$ cat src/rtl/ctrl_pkg.sv
// Shared control-word definitions: opcodes, canonical control bundles and bundle bit positions.
// The forward decoder and the trace-side encoder both use these.
package ctrl_pkg;

    localparam logic [1:0] OP_RTYPE  = 2'd0;
    localparam logic [1:0] OP_LOAD   = 2'd1;
    localparam logic [1:0] OP_STORE  = 2'd2;
    localparam logic [1:0] OP_BRANCH = 2'd3;

    localparam logic [9:0] CW_RTYPE  = 10'h305;
    localparam logic [9:0] CW_LOAD   = 10'h1AD;
    localparam logic [9:0] CW_STORE  = 10'h096;
    localparam logic [9:0] CW_BRANCH = 10'h043;

    // Bit positions inside the 10-bit bundle, MSB first.
    localparam int unsigned CWB_REGDST   = 9;
    localparam int unsigned CWB_REGWRITE = 8;
    localparam int unsigned CWB_ALUSRC   = 7;
    localparam int unsigned CWB_BRANCH   = 6;
    localparam int unsigned CWB_MEMREAD  = 5;
    localparam int unsigned CWB_MEMWRITE = 4;
    localparam int unsigned CWB_MEMTOREG = 3;
    localparam int unsigned CWB_ALUOP    = 2;
    localparam int unsigned CWB_DCFRONT  = 1;
    localparam int unsigned CWB_DCBACK   = 0;

    typedef struct packed {
        logic [1:0] op;
        logic       ill;
    } enc_t;

    function automatic enc_t cw_encode(input logic [9:0] cw);
        enc_t e;
        e = '{op: OP_RTYPE, ill: 1'b0};
        case (cw)
            CW_RTYPE:  e.op = OP_RTYPE;
            CW_LOAD:   e.op = OP_LOAD;
            CW_STORE:  e.op = OP_STORE;
            CW_BRANCH: e.op = OP_BRANCH;
            default:   e.ill = 1'b1;
        endcase
        return e;
    endfunction

endpackage

$ cat src/rtl/ctrl_fifo.sv
// Synchronous FIFO with wrap-bit pointers, synchronous flush and a zero head when empty.
module ctrl_fifo #(
    parameter int unsigned DEPTH = 4,
    parameter int unsigned W     = 11
) (
    input  logic         clk,
    input  logic         reset,
    input  logic         clr,
    input  logic         push,
    input  logic         pop,
    input  logic [W-1:0] din,
    output logic [W-1:0] dout,
    output logic         full,
    output logic         empty
);
    localparam int unsigned AW = $clog2(DEPTH);

    logic [AW:0]  wptr, rptr;
    logic [W-1:0] mem [DEPTH];
    logic         do_push, do_pop;

    assign full    = (wptr[AW] != rptr[AW]) && (wptr[AW-1:0] == rptr[AW-1:0]);
    assign empty   = (wptr == rptr);
    assign do_push = push && !full && !clr;
    assign do_pop  = pop && !empty && !clr;
    assign dout    = empty ? '0 : mem[rptr[AW-1:0]];

    always_ff @(posedge clk or posedge reset) begin
        if (reset) begin
            wptr <= '0;
            rptr <= '0;
        end else if (clr) begin
            wptr <= '0;
            rptr <= '0;
        end else begin
            if (do_push) wptr <= wptr + 1'b1;
            if (do_pop)  rptr <= rptr + 1'b1;
        end
    end

    // Storage needs no reset: the head is masked to zero whenever the pointers say empty.
    always_ff @(posedge clk) begin
        if (do_push) mem[wptr[AW-1:0]] <= din;
    end

endmodule

$ cat src/rtl/ctrl_word_encoder.sv
// Maps writeback control bundles back to opcodes, queues {op, ill, seq} for the trace port
// and keeps saturating per-opcode and illegal-bundle counters.
module ctrl_word_encoder
    import ctrl_pkg::*;
#(
    parameter int unsigned DEPTH = 4,
    parameter int unsigned SEQ_W = 8,
    parameter int unsigned CNT_W = 16
) (
    input  logic             clk,
    input  logic             reset,
    input  logic             clear,
    input  logic             in_valid,
    output logic             in_ready,
    input  logic [9:0]       in_cw,
    output logic             out_valid,
    input  logic             out_ready,
    output logic [1:0]       out_op,
    output logic             out_ill,
    output logic [SEQ_W-1:0] out_seq,
    output logic [CNT_W-1:0] cnt_op0,
    output logic [CNT_W-1:0] cnt_op1,
    output logic [CNT_W-1:0] cnt_op2,
    output logic [CNT_W-1:0] cnt_op3,
    output logic [CNT_W-1:0] cnt_ill
);
    localparam int unsigned EW = 3 + SEQ_W;

    enc_t             enc;
    logic             full, empty, accept, pop;
    logic [SEQ_W-1:0] seq;
    logic [EW-1:0]    head;
    logic [4:0]       hit;
    logic [CNT_W-1:0] cnt [5];

    assign enc       = cw_encode(in_cw);
    assign in_ready  = !full && !clear;
    assign accept    = in_valid && in_ready;
    assign out_valid = !empty;
    assign pop       = out_ready && out_valid && !clear;

    ctrl_fifo #(
        .DEPTH (DEPTH),
        .W     (EW)
    ) u_fifo (
        .clk   (clk),
        .reset (reset),
        .clr   (clear),
        .push  (accept),
        .pop   (pop),
        .din   ({enc.op, enc.ill, seq}),
        .dout  (head),
        .full  (full),
        .empty (empty)
    );

    assign {out_op, out_ill, out_seq} = head;

    // Slot 4 counts illegal bundles; slots 0..3 count legal bundles by opcode.
    always_comb begin
        hit = '0;
        if (enc.ill) hit[4] = 1'b1;
        else         hit[enc.op] = 1'b1;
    end

    always_ff @(posedge clk or posedge reset) begin
        if (reset) begin
            seq <= '0;
            for (int unsigned i = 0; i < 5; i++) cnt[i] <= '0;
        end else if (clear) begin
            seq <= '0;
            for (int unsigned i = 0; i < 5; i++) cnt[i] <= '0;
        end else if (accept) begin
            seq <= seq + 1'b1;
            for (int unsigned i = 0; i < 5; i++)
                if (hit[i] && (cnt[i] != '1)) cnt[i] <= cnt[i] + 1'b1;
        end
    end

    assign cnt_op0 = cnt[0];
    assign cnt_op1 = cnt[1];
    assign cnt_op2 = cnt[2];
    assign cnt_op3 = cnt[3];
    assign cnt_ill = cnt[4];

endmodule

$ cat config.mk
export PLATFORM = sky130hd
export DESIGN_NAME = ctrl_word_encoder
export DESIGN_NICKNAME = d
export VERILOG_FILES = /design/src/rtl/ctrl_pkg.sv /design/src/rtl/ctrl_fifo.sv /design/src/rtl/ctrl_word_encoder.sv
export SDC_FILE = /design/constraint.sdc
export NUM_CORES = 1
export LEC_CHECK = 0
export ABC_AREA = 1
export BUFFER_PORTS_ARGS = -buffer_cell sky130_fd_sc_hd__buf_2
export CAP_MARGIN = 20
export CORE_ASPECT_RATIO = 0.8
export CORE_MARGIN = 2
export CORE_UTILIZATION = 45
export DETAILED_ROUTE_END_ITERATION = 8
export GPL_TIMING_DRIVEN = 0
export PLACE_DENSITY = 0.74
export SLEW_MARGIN = 15
export SYNTH_ARGS = -nofsm -noshare
export SYNTH_HDL_FRONTEND = slang
export SYNTH_HIERARCHICAL = 1
export SYNTH_SLANG_ARGS = --single-unit
$ cat constraint.sdc
create_clock -name clk -period 6.89 [get_ports clk]
set_input_delay 2.067 -clock clk [delete_from_list [all_inputs] [get_ports clk]]
set_output_delay 2.067 -clock clk [all_outputs]
set_load 0.005 [all_outputs]
# Word-level counts from Yosys, hierarchy flattened
# Memory sizes are Yosys's and may differ from the RTL's.
# Cells that the tools add are included.
[classes]
magnitude_cmp = 2
mux = 21
n_eq_ne = 12
n_reduce_logical = 32
add_sub_neg = 8
[op_table]
columns = ["cell", "count"]
rows = [
  ["$mux 80", 2],
  ["$add 16x1->16 const B", 5],
  ["$mux 16", 5],
  ["$ne 16x16->1 const B", 5],
  ["$mux 8", 2],
  ["$reduce_bool 2->1", 8],
  ["$logic_and 1x1->1", 15],
  ["$mux 3", 4],
  ["$mux 11", 1],
  ["$eq 10x10->1 const B", 1],
  ["$eq 10x7->1 const B", 1],
  ["$eq 10x8->1 const B", 1],
  ["$eq 10x9->1 const B", 1],
  ["$reduce_and 2->1", 5],
  ["$add 8x1->8 const B", 1],
  ["$add 3x1->3 const B", 2],
  ["$pmux 2 s3", 1],
  ["$lt 2x4->1 const B", 1],
  ["$mux 1", 4],
  ["$mux 4", 1],
  ["$reduce_or 4->1", 1],
  ["$eq 3x3->1", 1],
  ["$logic_not 1->1", 3],
  ["$demux 1 s2", 1],
  ["other kinds (3)", 3],
]
[word_totals]
inputBits = 15
mem_count = 1
reg_bits = 94
out_inout_bits = 93
ramBits = 44
[mem_list]
columns = ["name", "words", "width", "read_ports", "rd_clocked_by_memory_dff", "wr", "line", "text"]
rows = [
  ["u_fifo.mem", 4, 11, 1, 0, 1, "ctrl_fifo.sv:19", "logic [W-1:0] mem [DEPTH];"],
]

# Depth between registers and ports, before layout
[depth]
depth_word = 11
ltp_mapped = 14
depth_no_buf = 13

# Cells and area by module
# Netlist, hierarchy kept.
[modules_own_cells]
columns = ["module", "seq_area_each_um2", "area_each_um2", "cells_per_inst", "n_inst"]
rows = [
  ["ctrl_word_encoder", 2202.1, 5853.1, 820, 1],
  ["ctrl_fifo", 1471.4, 2233.4, 195, 1],
]

# Least setup slack after synthesis
# Ideal clock, no wire load.
[synth_timing]
kind = "input to output"
start = "input port clear"
end = "output port in_ready"
required_time_ps = 4823
t_arrival_ps = 2194
path_buffers = 0
slack_ps = 2629
stages = 1
cell_sequence = "nor2_4"
[synth_between]
elab_chain_cells = 2
[synth_lines]
columns = ["element", "line", "text"]
rows = [
  ["start: declaration", "ctrl_word_encoder.sv:12", "input logic clear,"],
  ["$logic_not 1->1", "ctrl_word_encoder.sv:37", "assign in_ready = !full && !clear;"],
  ["$logic_and 1x1->1", "ctrl_word_encoder.sv:37", ""],
  ["end: declaration", "ctrl_word_encoder.sv:14", "output logic in_ready,"],
]
# Every way passes these cells.

# Final worst setup path
# Ends and elaborated chain as after synthesis.

==> results_dict.tcl <==
set metrics [dict create \
    worstRegToRegCells 10 \
    grt_pass1_wl_mm 32.9 \
    areaGrowthSynthToFinish_pct 18.0 \
    setup_tns_ns 0 \
    htree_levels 4 \
    cp-startpoint "clear" \
    hpwl_mm 14.3 \
    cts_sinks 138 \
    worst_pin_slew_ns 1.06 \
    hold_path_depth 2 \
    vias 7262 \
    pwr_density_cell_mw_per_mm2 201 \
    met3_usage 0.0466 \
    synth.area.top_cells "dfrtp_1 (29%), edfxtp_1 (16%), nand2_1 (12%), nand3_1 (7.1%), nor2_1 (5.8%)" \
    critical_path.max_fanout 4 \
    cts_resized 0 \
    min_from "cnt_op3[1]$_DFFE_PP0P_" \
    cp-start-kind "input pin" \
    cts.reportedPaths.clkPinSlew_ns 0.06 \
    endpoint_kind "output port" \
    async_flop_share 0.681 \
    synthFlopType "dfrtp_1" \
    finalHoldViolCount 0 \
    synth_edf_count 44 \
    crit_required_ns 4.82 \
    wl_mm 20.2 \
    ir_drop_mv 0.168 \
    drtIter0Drc 538 \
    drc 0 \
    first_pass_iters 5 \
    hp-class "reg2reg" \
    critical_path_class "in2out" \
    status "finished, final reports clean" \
    synth_simple_gate_area_frac 0.349 \
    avgViaCountPerCell 5.25 \
    synthMuxAreaShare 0 \
    met1_usage 0.298 \
    synth_nets 1041 \
    cts_root_buf "clkbuf_16" \
    seq_area_frac_synth 0.454 \
    finClkSkew_ns 0.0122 \
    grt_use_total 0.220 \
    cts_tree "built" \
    r2r-start "u_fifo/rptr[0]$_DFFE_PP0P_" \
    min_period_ns 4.61 \
    grt_pass1_vias 6607 \
    cts_inserted_buffers 17 \
    place_area_sq_mm 0.00893 \
    clockBufferDepth 2 \
    dp_slack_ns 2.29 \
    buffer_ports.inserted 107 \
    syn_area_sq_mm 0.00809 \
    grt.busiest_layer "met2" \
    clock_latency_ns 0.43 \
    avgSynthCellArea_sq_um 7.97 \
    grt.overflow.total 0 \
    num-nets-final 1169 \
    leakage_nw 4.77 \
    row_count 43 \
    final_common_cell "nand2_1" \
    synth_compound_area_frac 0.0478 \
    fp.coreArea_sq_mm 0.0175 \
    fin_ws_ns 2.28 \
    synthXorXnorAreaFrac 0.0617 \
    final_core_util 0.546 \
    ant_nets 0 \
    p_total_mw 1.92 \
    ys_warn_count 6 \
    drive_gt1_frac 0.196 \
    arrival_ns 2.54 \
    stdcell_area_sq_mm 0.00954 \
    postCtsSetupRepairBufs 0 \
    grt_max_degree 46 \
    cts-hold-fix-buffers 0 \
    die_h_microns 124 \
    globalplace.congestion 0.913 \
    synthAdderAreaFrac 0.0170 \
    grtUsageMet2 0.358 \
    period_share 0.669 \
    wl_per_cell_microns 14.6 \
    yosys.cell_types.count 46 \
    final_cell_mix "nand2_1 (263), nor2_1 (126), buf_2 (117)" \
    start_util 0.462 \
    synth_top_family_by_area "simple AND/OR/NAND/NOR gates" \
    syn_inst 1015 \
    synth_top_area_frac 0.291 \
    fmax_ghz 0.217 \
    drv_slew 0 \
    die_w_microns 154 \
    setup_viol_count_final 0 \
    drv_cap 0 \
    die_area_sq_mm 0.0191 \
    antenna_found_initial 3 \
    grt_setup_unrepaired "no" \
    relSlewSlack 0.289 \
    synth_seq_cells 138 \
    yosysTopAreaCell "dfrtp_1" \
    io_pins 108 \
]
kinds of logic (layout without fill, tap and decap cells):
| kind of cell | count (synthesis) | after routing |
|---|---|---|
| adders and majority gates | 11 | 11 |
| AOI/OAI and AO/OA | 61 | 61 |
| and+or+nand+nor | 615 | 615 |
| other | 0 | 3 |
| DFF | 138 | 138 |
| buffers and inverters | 133 | 274 |
| xor gates and xnor gates | 57 | 57 |
per-stage QoR:
stage                     hold slack, ns  instances
after floorplan                    0.476       1015
after global placement             0.509       1347
after detailed placement           0.514       1348
after CTS                          0.530       1380
after global routing               0.551       1382
final                              0.528       1384
synth_stat cells, types with 10 or more instances:
cell type  instances
inv_1             79
nand4_1           35
edfxtp_1          44
inv_2             18
nor3_1            14
nor2_1           126
nand3_1          115
xor2_1            52
o22ai_1           12
nand2_2           17
nand3b_1          18
dfrtp_1           94
buf_2             10
ha_1              11
nand2_1          263
o21ai_0           30
power breakdown:
part / leakage (nW) / total [mW] / switching [mW] / internal [mW]
Clock: 0.285 / 0.913 / 0.376 / 0.537
Combinational: 2.74 / 0.125 / 0.0830 / 0.0418
Sequential: 1.74 / 0.879 / 0.0210 / 0.858
Total: 4.77 / 1.92 / 0.480 / 1.44
worst paths after layout:
kind / to / slack, ns
setup / recovery: in_ready / 2.28
hold / removal: cnt_op3[1]$_DFFE_PP0P_ / 0.53
setup reg to reg: u_fifo/mem[0][4]$_DFFE_PP_ / 4.17
hold reg to reg: cnt_op3[1]$_DFFE_PP0P_ / 0.53
max in group asynchronous: cnt_op0[1]$_DFFE_PP0P_ / 4.53
min in group asynchronous: u_fifo/wptr[1]$_DFFE_PP0P_ / 1.57
sequential cells by signal, indices dropped and copies added (netlist names):
name / cells
u_fifo/mem: 44
cnt_ill: 16
seq: 8
u_fifo/wptr: 3
cnt_op2: 16
u_fifo/rptr: 3
cnt_op1: 16
cnt_op0: 16
cnt_op3: 16
critical path, cell delays in order:
cell and delay [ns]:
buf_2 0.15, nor2_4 0.16, buf_2 0.16
metal layers:
metal / vias to the layer above / part of all wire
met2: 233 / 0.46
met4: 2 / 0.0097
met3: 20 / 0.067
met5: - / 0.00064
li1: 3592 / -
met1: 3415 / 0.46
layout make-up:
type                            count  area [sq um]
Fill cell                        1576          7950
Tap cell                          225           282
Clock inverter                     12           124
Timing Repair Buffer              109           571
Sequential cell                   138          3670
Buffer                             34           194
Clock buffer                       20           468
Antenna cell                        3          7.51
Multi-Input combinational cell    744          3840
Inverter                           99           377
Power figures use the tool's default switching activity.
